## config.mk

```make
export PLATFORM = sky130hd
export DESIGN_NAME = qar_pwm
export DESIGN_NICKNAME = d
export VERILOG_FILES = /design/src/rtl/qar_pwm.sv
export SDC_FILE = /design/constraint.sdc
export NUM_CORES = 1
export LEC_CHECK = 0
export CAP_MARGIN = 20
export CORE_MARGIN = 5
export CORE_UTILIZATION = 52
export CTS_CLUSTER_DIAMETER = 80
export DETAILED_ROUTE_END_ITERATION = 7
export PLACE_DENSITY = 0.76
export SLEW_MARGIN = 40
export SYNTH_ARGS = -nofsm -noshare
export SYNTH_HDL_FRONTEND = slang
export SYNTH_SLANG_ARGS = --single-unit
```

## constraint.sdc

```tcl
create_clock -name clk -period 4.8 [get_ports clk]
set_input_delay 0.72 -clock clk [delete_from_list [all_inputs] [get_ports clk]]
set_output_delay 0.72 -clock clk [all_outputs]
set_load 0.005 [all_outputs]
```

## src/rtl/qar_pwm.sv

```systemverilog
// qar_pwm: two-channel PWM generator with a bus register interface.
// Shared prescaler and period counter; per-channel duty and polarity.
// PERIOD/DUTY writes land in pending copies and reach the active copies
// only while disabled or on a period wrap, so outputs never glitch.
//
// Ports:
//   clk        system clock
//   rst        asynchronous active-high reset
//   write_en   single-cycle bus write strobe
//   read_en    bus read strobe
//   addr_word  register word offset
//   wdata      write data
//   rdata      combinational read data (0 when idle or unmapped)
//   pwm0/pwm1  registered channel outputs (to GPIO alt_pwm0/alt_pwm1)
//   irq        STATUS.WRAP & CTRL.IRQ_EN
module qar_pwm #(
  parameter int unsigned CNT_W = 16,
  parameter int unsigned PRE_W = 16
) (
  input  logic        clk,
  input  logic        rst,
  input  logic        write_en,
  input  logic        read_en,
  input  logic [4:0]  addr_word,
  input  logic [31:0] wdata,
  output logic [31:0] rdata,
  output logic        pwm0,
  output logic        pwm1,
  output logic        irq
);

  localparam logic [4:0] A_CTRL   = 5'd0;
  localparam logic [4:0] A_PRESC  = 5'd1;
  localparam logic [4:0] A_PERIOD = 5'd2;
  localparam logic [4:0] A_DUTY0  = 5'd3;
  localparam logic [4:0] A_DUTY1  = 5'd4;
  localparam logic [4:0] A_COUNT  = 5'd5;
  localparam logic [4:0] A_STATUS = 5'd6;

  // CTRL bits: [0] EN, [1] POL0, [2] POL1, [3] IRQ_EN
  logic [3:0]       ctrl_q,       ctrl_d;
  logic [PRE_W-1:0] presc_q,      presc_d;
  logic [PRE_W-1:0] presc_cnt_q,  presc_cnt_d;
  logic [CNT_W-1:0] period_pnd_q, period_pnd_d;
  logic [CNT_W-1:0] duty0_pnd_q,  duty0_pnd_d;
  logic [CNT_W-1:0] duty1_pnd_q,  duty1_pnd_d;
  logic [CNT_W-1:0] period_act_q, period_act_d;
  logic [CNT_W-1:0] duty0_act_q,  duty0_act_d;
  logic [CNT_W-1:0] duty1_act_q,  duty1_act_d;
  logic [CNT_W-1:0] count_q,      count_d;
  logic             wrap_q,       wrap_d;
  logic             pwm0_q,       pwm0_d;
  logic             pwm1_q,       pwm1_d;

  logic en_c;
  logic tick_c;
  logic wrap_c;
  logic unused_wdata_c;

  assign en_c   = ctrl_q[0];
  assign tick_c = en_c && (presc_cnt_q == presc_q);
  assign wrap_c = tick_c && (count_q == period_act_q);

  // Only the low bits of wdata are architecturally meaningful.
  assign unused_wdata_c = ^wdata;

  // Next-state logic for counters, shadows, status and outputs.
  always_comb begin
    ctrl_d       = ctrl_q;
    presc_d      = presc_q;
    presc_cnt_d  = presc_cnt_q;
    period_pnd_d = period_pnd_q;
    duty0_pnd_d  = duty0_pnd_q;
    duty1_pnd_d  = duty1_pnd_q;
    period_act_d = period_act_q;
    duty0_act_d  = duty0_act_q;
    duty1_act_d  = duty1_act_q;
    count_d      = count_q;
    wrap_d       = wrap_q;
    pwm0_d       = ctrl_q[1];
    pwm1_d       = ctrl_q[2];

    if (en_c) begin
      // presc_cnt free-runs past PRESCALE (wrapping at full width) if
      // PRESCALE was lowered below the current count.
      presc_cnt_d = tick_c ? '0 : presc_cnt_q + PRE_W'(1);
      if (tick_c) begin
        count_d = wrap_c ? '0 : count_q + CNT_W'(1);
      end
      pwm0_d = (count_q < duty0_act_q) ^ ctrl_q[1];
      pwm1_d = (count_q < duty1_act_q) ^ ctrl_q[2];
    end else begin
      presc_cnt_d = '0;
      count_d     = '0;
    end

    // Active copies take the pre-write pending value, so a write in the
    // wrap cycle only applies from the following wrap.
    if (!en_c || wrap_c) begin
      period_act_d = period_pnd_q;
      duty0_act_d  = duty0_pnd_q;
      duty1_act_d  = duty1_pnd_q;
    end

    if (write_en) begin
      unique case (addr_word)
        A_CTRL:   ctrl_d       = wdata[3:0];
        A_PRESC:  presc_d      = wdata[PRE_W-1:0];
        A_PERIOD: period_pnd_d = wdata[CNT_W-1:0];
        A_DUTY0:  duty0_pnd_d  = wdata[CNT_W-1:0];
        A_DUTY1:  duty1_pnd_d  = wdata[CNT_W-1:0];
        A_STATUS: if (wdata[0]) wrap_d = 1'b0;
        default:  ;
      endcase
    end

    // A wrap in the same cycle as a clear wins.
    if (wrap_c) begin
      wrap_d = 1'b1;
    end
  end

  // State registers.
  always_ff @(posedge clk or posedge rst) begin
    if (rst) begin
      ctrl_q       <= '0;
      presc_q      <= '0;
      presc_cnt_q  <= '0;
      period_pnd_q <= '0;
      duty0_pnd_q  <= '0;
      duty1_pnd_q  <= '0;
      period_act_q <= '0;
      duty0_act_q  <= '0;
      duty1_act_q  <= '0;
      count_q      <= '0;
      wrap_q       <= 1'b0;
      pwm0_q       <= 1'b0;
      pwm1_q       <= 1'b0;
    end else begin
      ctrl_q       <= ctrl_d;
      presc_q      <= presc_d;
      presc_cnt_q  <= presc_cnt_d;
      period_pnd_q <= period_pnd_d;
      duty0_pnd_q  <= duty0_pnd_d;
      duty1_pnd_q  <= duty1_pnd_d;
      period_act_q <= period_act_d;
      duty0_act_q  <= duty0_act_d;
      duty1_act_q  <= duty1_act_d;
      count_q      <= count_d;
      wrap_q       <= wrap_d;
      pwm0_q       <= pwm0_d;
      pwm1_q       <= pwm1_d;
    end
  end

  // Combinational read mux, zero-extended.
  always_comb begin
    rdata = '0;
    if (read_en) begin
      unique case (addr_word)
        A_CTRL:   rdata = 32'(ctrl_q);
        A_PRESC:  rdata = 32'(presc_q);
        A_PERIOD: rdata = 32'(period_pnd_q);
        A_DUTY0:  rdata = 32'(duty0_pnd_q);
        A_DUTY1:  rdata = 32'(duty1_pnd_q);
        A_COUNT:  rdata = 32'(count_q);
        A_STATUS: rdata = 32'(wrap_q);
        default:  rdata = '0;
      endcase
    end
  end

  assign pwm0 = pwm0_q;
  assign pwm1 = pwm1_q;
  assign irq  = wrap_q & ctrl_q[3];

endmodule

```

# Word-level counts from Yosys, hierarchy flattened
# Cells that the tools add are included.
# Widths: inputs -> output; s select.
[totals]
reg_bits = 151
latchBits = 0
ram_bits = 0
mem_bits_ro = 0
in_bits = 41
wordCells = 56
mem_count = 0
[classes]
n_addsub = 2
n_mul = 0
n_div = 0
n_lt_le_gt_ge = 2
eq_ne = 9
shift = 0
muxes = 13
bitwise = 3
reduce_logical = 14
[ops]
columns = ["operator", "count"]
rows = [
  ["$pmux 16 s7", 1],
  ["$mux 16", 6],
  ["$add 16x1->16 const B", 2],
  ["$eq 16x16->1", 2],
  ["$lt 16x16->1", 2],
  ["$eq 5x3->1 const B", 3],
  ["$eq 5x2->1 const B", 2],
  ["$reduce_and 2->1", 5],
  ["$mux 1", 6],
  ["$reduce_bool 2->1", 3],
  ["$eq 5x1->1 const B", 1],
  ["$logic_not 5->1", 1],
  ["$reduce_and 3->1", 1],
  ["$logic_and 1x1->1", 2],
  ["$ne 2x1->1 const B", 1],
  ["$xor 1x1->1", 2],
  ["$and 1x1->1", 1],
  ["$logic_not 1->1", 1],
  ["$logic_or 1x1->1", 1],
]

# Longest topological paths before layout
[logic_depth]
ltp_word = 6
mapped_depth = 9
depth_no_buf = 8

# Worst setup path after synthesis
# No wires, ideal clock.
[synth_timing]
kind = "input to output"
startpoint = "input port addr_word[3]"
endpoint = "output port rdata[10]"
arrival_time_ns = 2.097
required_time_ns = 4.080
path_slack_ns = 1.983
cell_stages = 5
n_path_buf = 1
path_cell_list = "or3_1 > nor3b_2 > clkbuf_1 > a222oi_1 > a21oi_1"
[synth_via]
elab_chain_cells = 3
word_cells_on_any_way = 9
[synth_rtl]
columns = ["element", "line_no", "rtl"]
rows = [
  ["start, declared", "24", "input logic [4:0] addr_word,"],
  ["$eq 5x3->1 (tied with other cells)", "160", "unique case (addr_word)"],
  ["$pmux 16 s7 *", "160", ""],
  ["$mux 16 *", "159", "if (read_en) begin"],
  ["end, declared", "26", "output logic [31:0] rdata,"],
]
# Every way passes the cells marked *; elsewhere a longest branch is shown, timed or not.

# Worst setup path in the final report
[layout_timing]
startpoint = "input port addr_word[0]"
endpoint = "output port rdata[8]"
# The elaborated chain is that of the path after synthesis.

==> impl_metrics.prom <==
# TYPE chip_impl_metric gauge
chip_impl_info{name="status",value="complete, no violations"} 1
chip_impl_metric{name="timing_hold_violations_final",unit=""} 0
chip_impl_metric{name="pwr-share-comb",unit="%"} 18.4
chip_impl_metric{name="p_sw_share",unit="%"} 27.7
chip_impl_metric{name="die_area",unit="mm²"} 0.0178
chip_impl_metric{name="route.vias.total",unit=""} 5683
chip_impl_metric{name="max_slew.worst_pin.slew",unit="ns"} 0.811
chip_impl_info{name="yosys-top-cells-area",value="dfrtp_1, mux2_2, ha_1"} 1
chip_impl_metric{name="wire_length_of_the_first_global_routing_pass",unit="mm"} 31.6
chip_impl_metric{name="worst_case_hold_slack",unit="ns"} 0.486
chip_impl_metric{name="synth.yosys.seq_area_share",unit="%"} 47.6
chip_impl_metric{name="dp_hpwl",unit="mm"} 13.4
chip_impl_metric{name="antenna_found_initial",unit=""} 0
chip_impl_info{name="worst_setup_path_startpoint",value="addr_word[0]"} 1
chip_impl_metric{name="report.final.setup_viol",unit=""} 0
chip_impl_info{name="synth_top_cell_by_area",value="dfrtp_1"} 1
chip_impl_metric{name="power_leakage",unit="nW"} 4.16
chip_impl_info{name="worstPathCellList",value="clkdlybuf4s50_1 > and3_1 > a222oi_1 > a21oi_1 > clkdlybuf4s50_1"} 1
chip_impl_info{name="timing.critical_path.mode_cell",value="clkdlybuf4s50_1"} 1
chip_impl_info{name="worstSetupEndpoint",value="rdata[8]"} 1
chip_impl_metric{name="finalWeightedCongestion",unit=""} 0.891
chip_impl_metric{name="via_count_normalized_by_instance_count",unit=""} 5.94
chip_impl_info{name="min_path_type",value="reg2reg"} 1
chip_impl_metric{name="critical_path_peak_fanout",unit=""} 14
chip_impl_info{name="netlist_top_cells_count",value="dfrtp_1, mux2_2, nand2_1, inv_1, a21oi_1"} 1
chip_impl_metric{name="post_cts.repair.setup_buffers",unit=""} 0
chip_impl_metric{name="yosys.area.top_type_share",unit="%"} 47.6
chip_impl_metric{name="layout_worst_path_cycle_share",unit="%"} 83.5
chip_impl_metric{name="routed_wl",unit="mm"} 19.5
chip_impl_metric{name="p_switching",unit="mW"} 1.06
chip_impl_metric{name="power.total",unit="mW"} 3.84
chip_impl_info{name="root_buffer",value="clkbuf_16"} 1
chip_impl_metric{name="critPathArrivalTime",unit="ns"} 3.29
chip_impl_metric{name="syn_to_final_growth",unit="%"} 15.2
chip_impl_metric{name="final-max-slew-violation-count",unit=""} 0
chip_impl_metric{name="timing.critical_path.depth",unit=""} 5
chip_impl_metric{name="buffers_inverters_on_critical_path",unit=""} 2
chip_impl_metric{name="period_needed",unit="ns"} 4.01
chip_impl_metric{name="number_of_gates_resized_after_cts",unit=""} 0
chip_impl_metric{name="ys.warnings.count",unit=""} 0
chip_impl_info{name="critical_path.endpoint_type",value="output port"} 1
chip_impl_metric{name="groute.usage.overall",unit="%"} 22.8
chip_impl_metric{name="slew-limit-headroom",unit="%"} 45.8
chip_impl_metric{name="grt_max_degree",unit=""} 110
chip_impl_info{name="cpLargestDelayFamily",value="buffers and inverters"} 1
chip_impl_metric{name="number_of_instances_in_the_synthesized_netlist",unit=""} 711
chip_impl_metric{name="cell_count_of_the_worst_reg_to_reg_path",unit=""} 7
chip_impl_metric{name="route.antenna.remaining_nets",unit=""} 0
chip_impl_metric{name="htreeDepth",unit=""} 4
chip_impl_metric{name="max_cap_violations",unit=""} 0
chip_impl_metric{name="timing.setup.tns",unit="ns"} 0
chip_impl_metric{name="worst_skew_pair.late_latency",unit="ns"} 0.43
chip_impl_metric{name="placementRows",unit=""} 45
chip_impl_metric{name="maximum_achievable_frequency",unit="GHz"} 0.249
chip_impl_metric{name="io_buffers",unit=""} 43
chip_impl_metric{name="cts_made_buffers",unit=""} 17
chip_impl_metric{name="clkSinkCount",unit=""} 151
chip_impl_metric{name="timing.clock.skew",unit="ns"} 0.00989
chip_impl_metric{name="seqPwrFrac",unit="%"} 44.6
chip_impl_metric{name="p_int",unit="mW"} 2.77
chip_impl_metric{name="cpPeakStageDelay",unit="ns"} 0.76
chip_impl_info{name="timing.critical_path.from_type",value="input pin"} 1
chip_impl_metric{name="netlist_area",unit="mm²"} 0.00794
chip_impl_metric{name="drc",unit=""} 0
chip_impl_metric{name="syn-mean-instance-area",unit="µm²"} 11.2
chip_impl_metric{name="non_filler_cells_in_the_finished_layout",unit=""} 957
chip_impl_info{name="cts_tree",value="yes"} 1
chip_impl_metric{name="place.detailed.instances",unit=""} 924
chip_impl_metric{name="antenna_cells_inserted",unit=""} 0
chip_impl_info{name="path_class",value="in2out"} 1
chip_impl_metric{name="netlist-cell-type-count",unit=""} 47
chip_impl_metric{name="timing.reg2reg.setup_slack",unit="ns"} 1.64
chip_impl_metric{name="clkPwrFrac",unit="%"} 37.0
chip_impl_metric{name="cts_hold_buffers",unit=""} 0
chip_impl_metric{name="cts_buffer_depth",unit=""} 2
chip_impl_metric{name="critPathRequiredTime",unit="ns"} 4.08
chip_impl_metric{name="avgRoutedWirePerCell",unit="µm"} 20.3
chip_impl_metric{name="floorplan.core_area",unit="mm²"} 0.0151
chip_impl_metric{name="nets",unit=""} 829
chip_impl_info{name="timing.rr.end",value="duty0_act_q[8]"} 1
chip_impl_metric{name="synth-edff-count",unit=""} 0
chip_impl_metric{name="top_level_ports",unit=""} 76
chip_impl_metric{name="first_global_vias",unit=""} 5920
chip_impl_metric{name="global_route.overflow_total",unit=""} 0
chip_impl_metric{name="synth_seq_cells",unit=""} 151
chip_impl_metric{name="final_layout_size_suffix_gt1_share",unit="%"} 20.8
chip_impl_metric{name="dr.first_iter.drc_count",unit=""} 507
chip_impl_info{name="synthMostInstantiatedCell",value="dfrtp_1"} 1
chip_impl_info{name="cp_slowest_cell",value="clkdlybuf4s50_1"} 1
chip_impl_info{name="rsz0062_at_grt",value="false"} 1
chip_impl_metric{name="finish.utilization",unit="%"} 60.7
chip_impl_metric{name="min_delay_path_depth",unit=""} 1
chip_impl_metric{name="dieWidth",unit="µm"} 134
chip_impl_metric{name="drt_pre_antenna_iters",unit=""} 5
chip_impl_metric{name="power-per-cell-area",unit="mW/mm²"} 419
chip_impl_metric{name="async_reset_ff_share",unit="%"} 100
chip_impl_info{name="postSynth.topFlopCell",value="dfrtp_1"} 1
chip_impl_metric{name="floorplan.initialDensity",unit="%"} 52.6
chip_impl_metric{name="die_y",unit="µm"} 134
chip_impl_metric{name="vdd_drop_max",unit="mV"} 0.285
chip_impl_metric{name="n_fill_cell",unit=""} 1164
chip_impl_metric{name="cts.reportedPaths.clkPinSlew",unit="ns"} 0.06
chip_impl_info{name="worst_r2r_startpoint",value="count_q[4]"} 1
[worst min-delay path by stage]
stage	from	end	slack, ns
4_1_cts	duty1_act_q[14]	duty1_act_q[14]	0.49
3_5_place_dp	duty1_act_q[14]	duty1_act_q[14]	0.48
5_1_grt	duty1_act_q[2]	duty1_act_q[2]	0.51
6_report	duty1_act_q[14]	duty1_act_q[14]	0.49
2_1_floorplan	duty0_act_q[1]	duty0_act_q[1]	0.46
3_3_place_gp	duty1_act_q[14]	duty1_act_q[14]	0.47
[area by class of cell]
type	count	area [µm²]	area share, %
clock buffer	21	460	5.03
clock inverter	11	171	1.87
inverter	43	169	1.85
multi-input combinational	490	3810	41.7
sequential	151	3780	41.3
tap	188	235	2.57
timing repair buffer	53	526	5.74
[routing by layer]
| metal | part of all wire (%) | routed length, µm | global-route usage (%) |
|---|---|---|---|
| met1 | 42 | 8120 | 29.4 |
| met2 | 51 | 9920 | 38.3 |
| met3 | 4.8 | 937 | 3.85 |
| met4 | 2.5 | 483 | 9.49 |
| met5 | 0 | 0 | 0 |
[power by group through the flow]
| stage | logic [mW] | clock network (mW) | registers [mW] |
|---|---|---|---|
| 6_report | 0.704 | 1.42 | 1.71 |
| 5_1_grt | 0.787 | 1.48 | 1.74 |
| 4_1_cts | 0.705 | 1.43 | 1.71 |
| 3_5_place_dp | 0.694 | 0 | 1.73 |
| 3_3_place_gp | 0.666 | 0 | 1.71 |
| 2_1_floorplan | 0.551 | 0 | 1.65 |
[placed cells by master (no fill, tap or decap), drive strengths merged, types with 16 or more instances in the layout]
master / n
a21oi: 40
clkbuf: 21
clkdlybuf4s50: 43
conb: 16
dfrtp: 151
ha: 32
inv: 43
mux2: 131
nand2: 56
nand3: 21
nor2: 35
o21ai: 23
xnor2: 24
xor2: 24
[per-stage QoR]
stage	cell area [µm²]	setup slack [ns]
floorplan	8000	0.0153
global placement	8480	0.913
detailed placement	8480	0.831
CTS	9110	0.777
global route	9150	0.592
finish	9150	0.790
[worst register-to-register path, cell delays in order, from the launching register on]
cell	delay [ns]
dfrtp_1	0.49
xnor2_1	0.33
nand4_1	0.26
nor4_4	0.47
nand3_2	0.28
o21ai_4	0.20
buf_4	0.56
mux2_2	0.45
[registers in the layout (all words and copies together), names as in the netlist, 4 cells and up]
signal and cells:
period_act_q 16, count_q 16, presc_q 16, duty1_pnd_q 16, presc_cnt_q 16, duty1_act_q 16, period_pnd_q 16, duty0_act_q 16
duty0_pnd_q 16, ctrl_q 4
[cell families after synthesis]
kind of cell	Yosys count	synth area share, %
simple gates	167	10.5
flops	151	47.6
mux	134	19.0
compound gates	93	7.23
buf+inv	85	5.36
xor+xnor	48	5.29
fa+ha+maj	32	5.04
other cells	1	0.0472
Power figures use the tool's default switching activity.
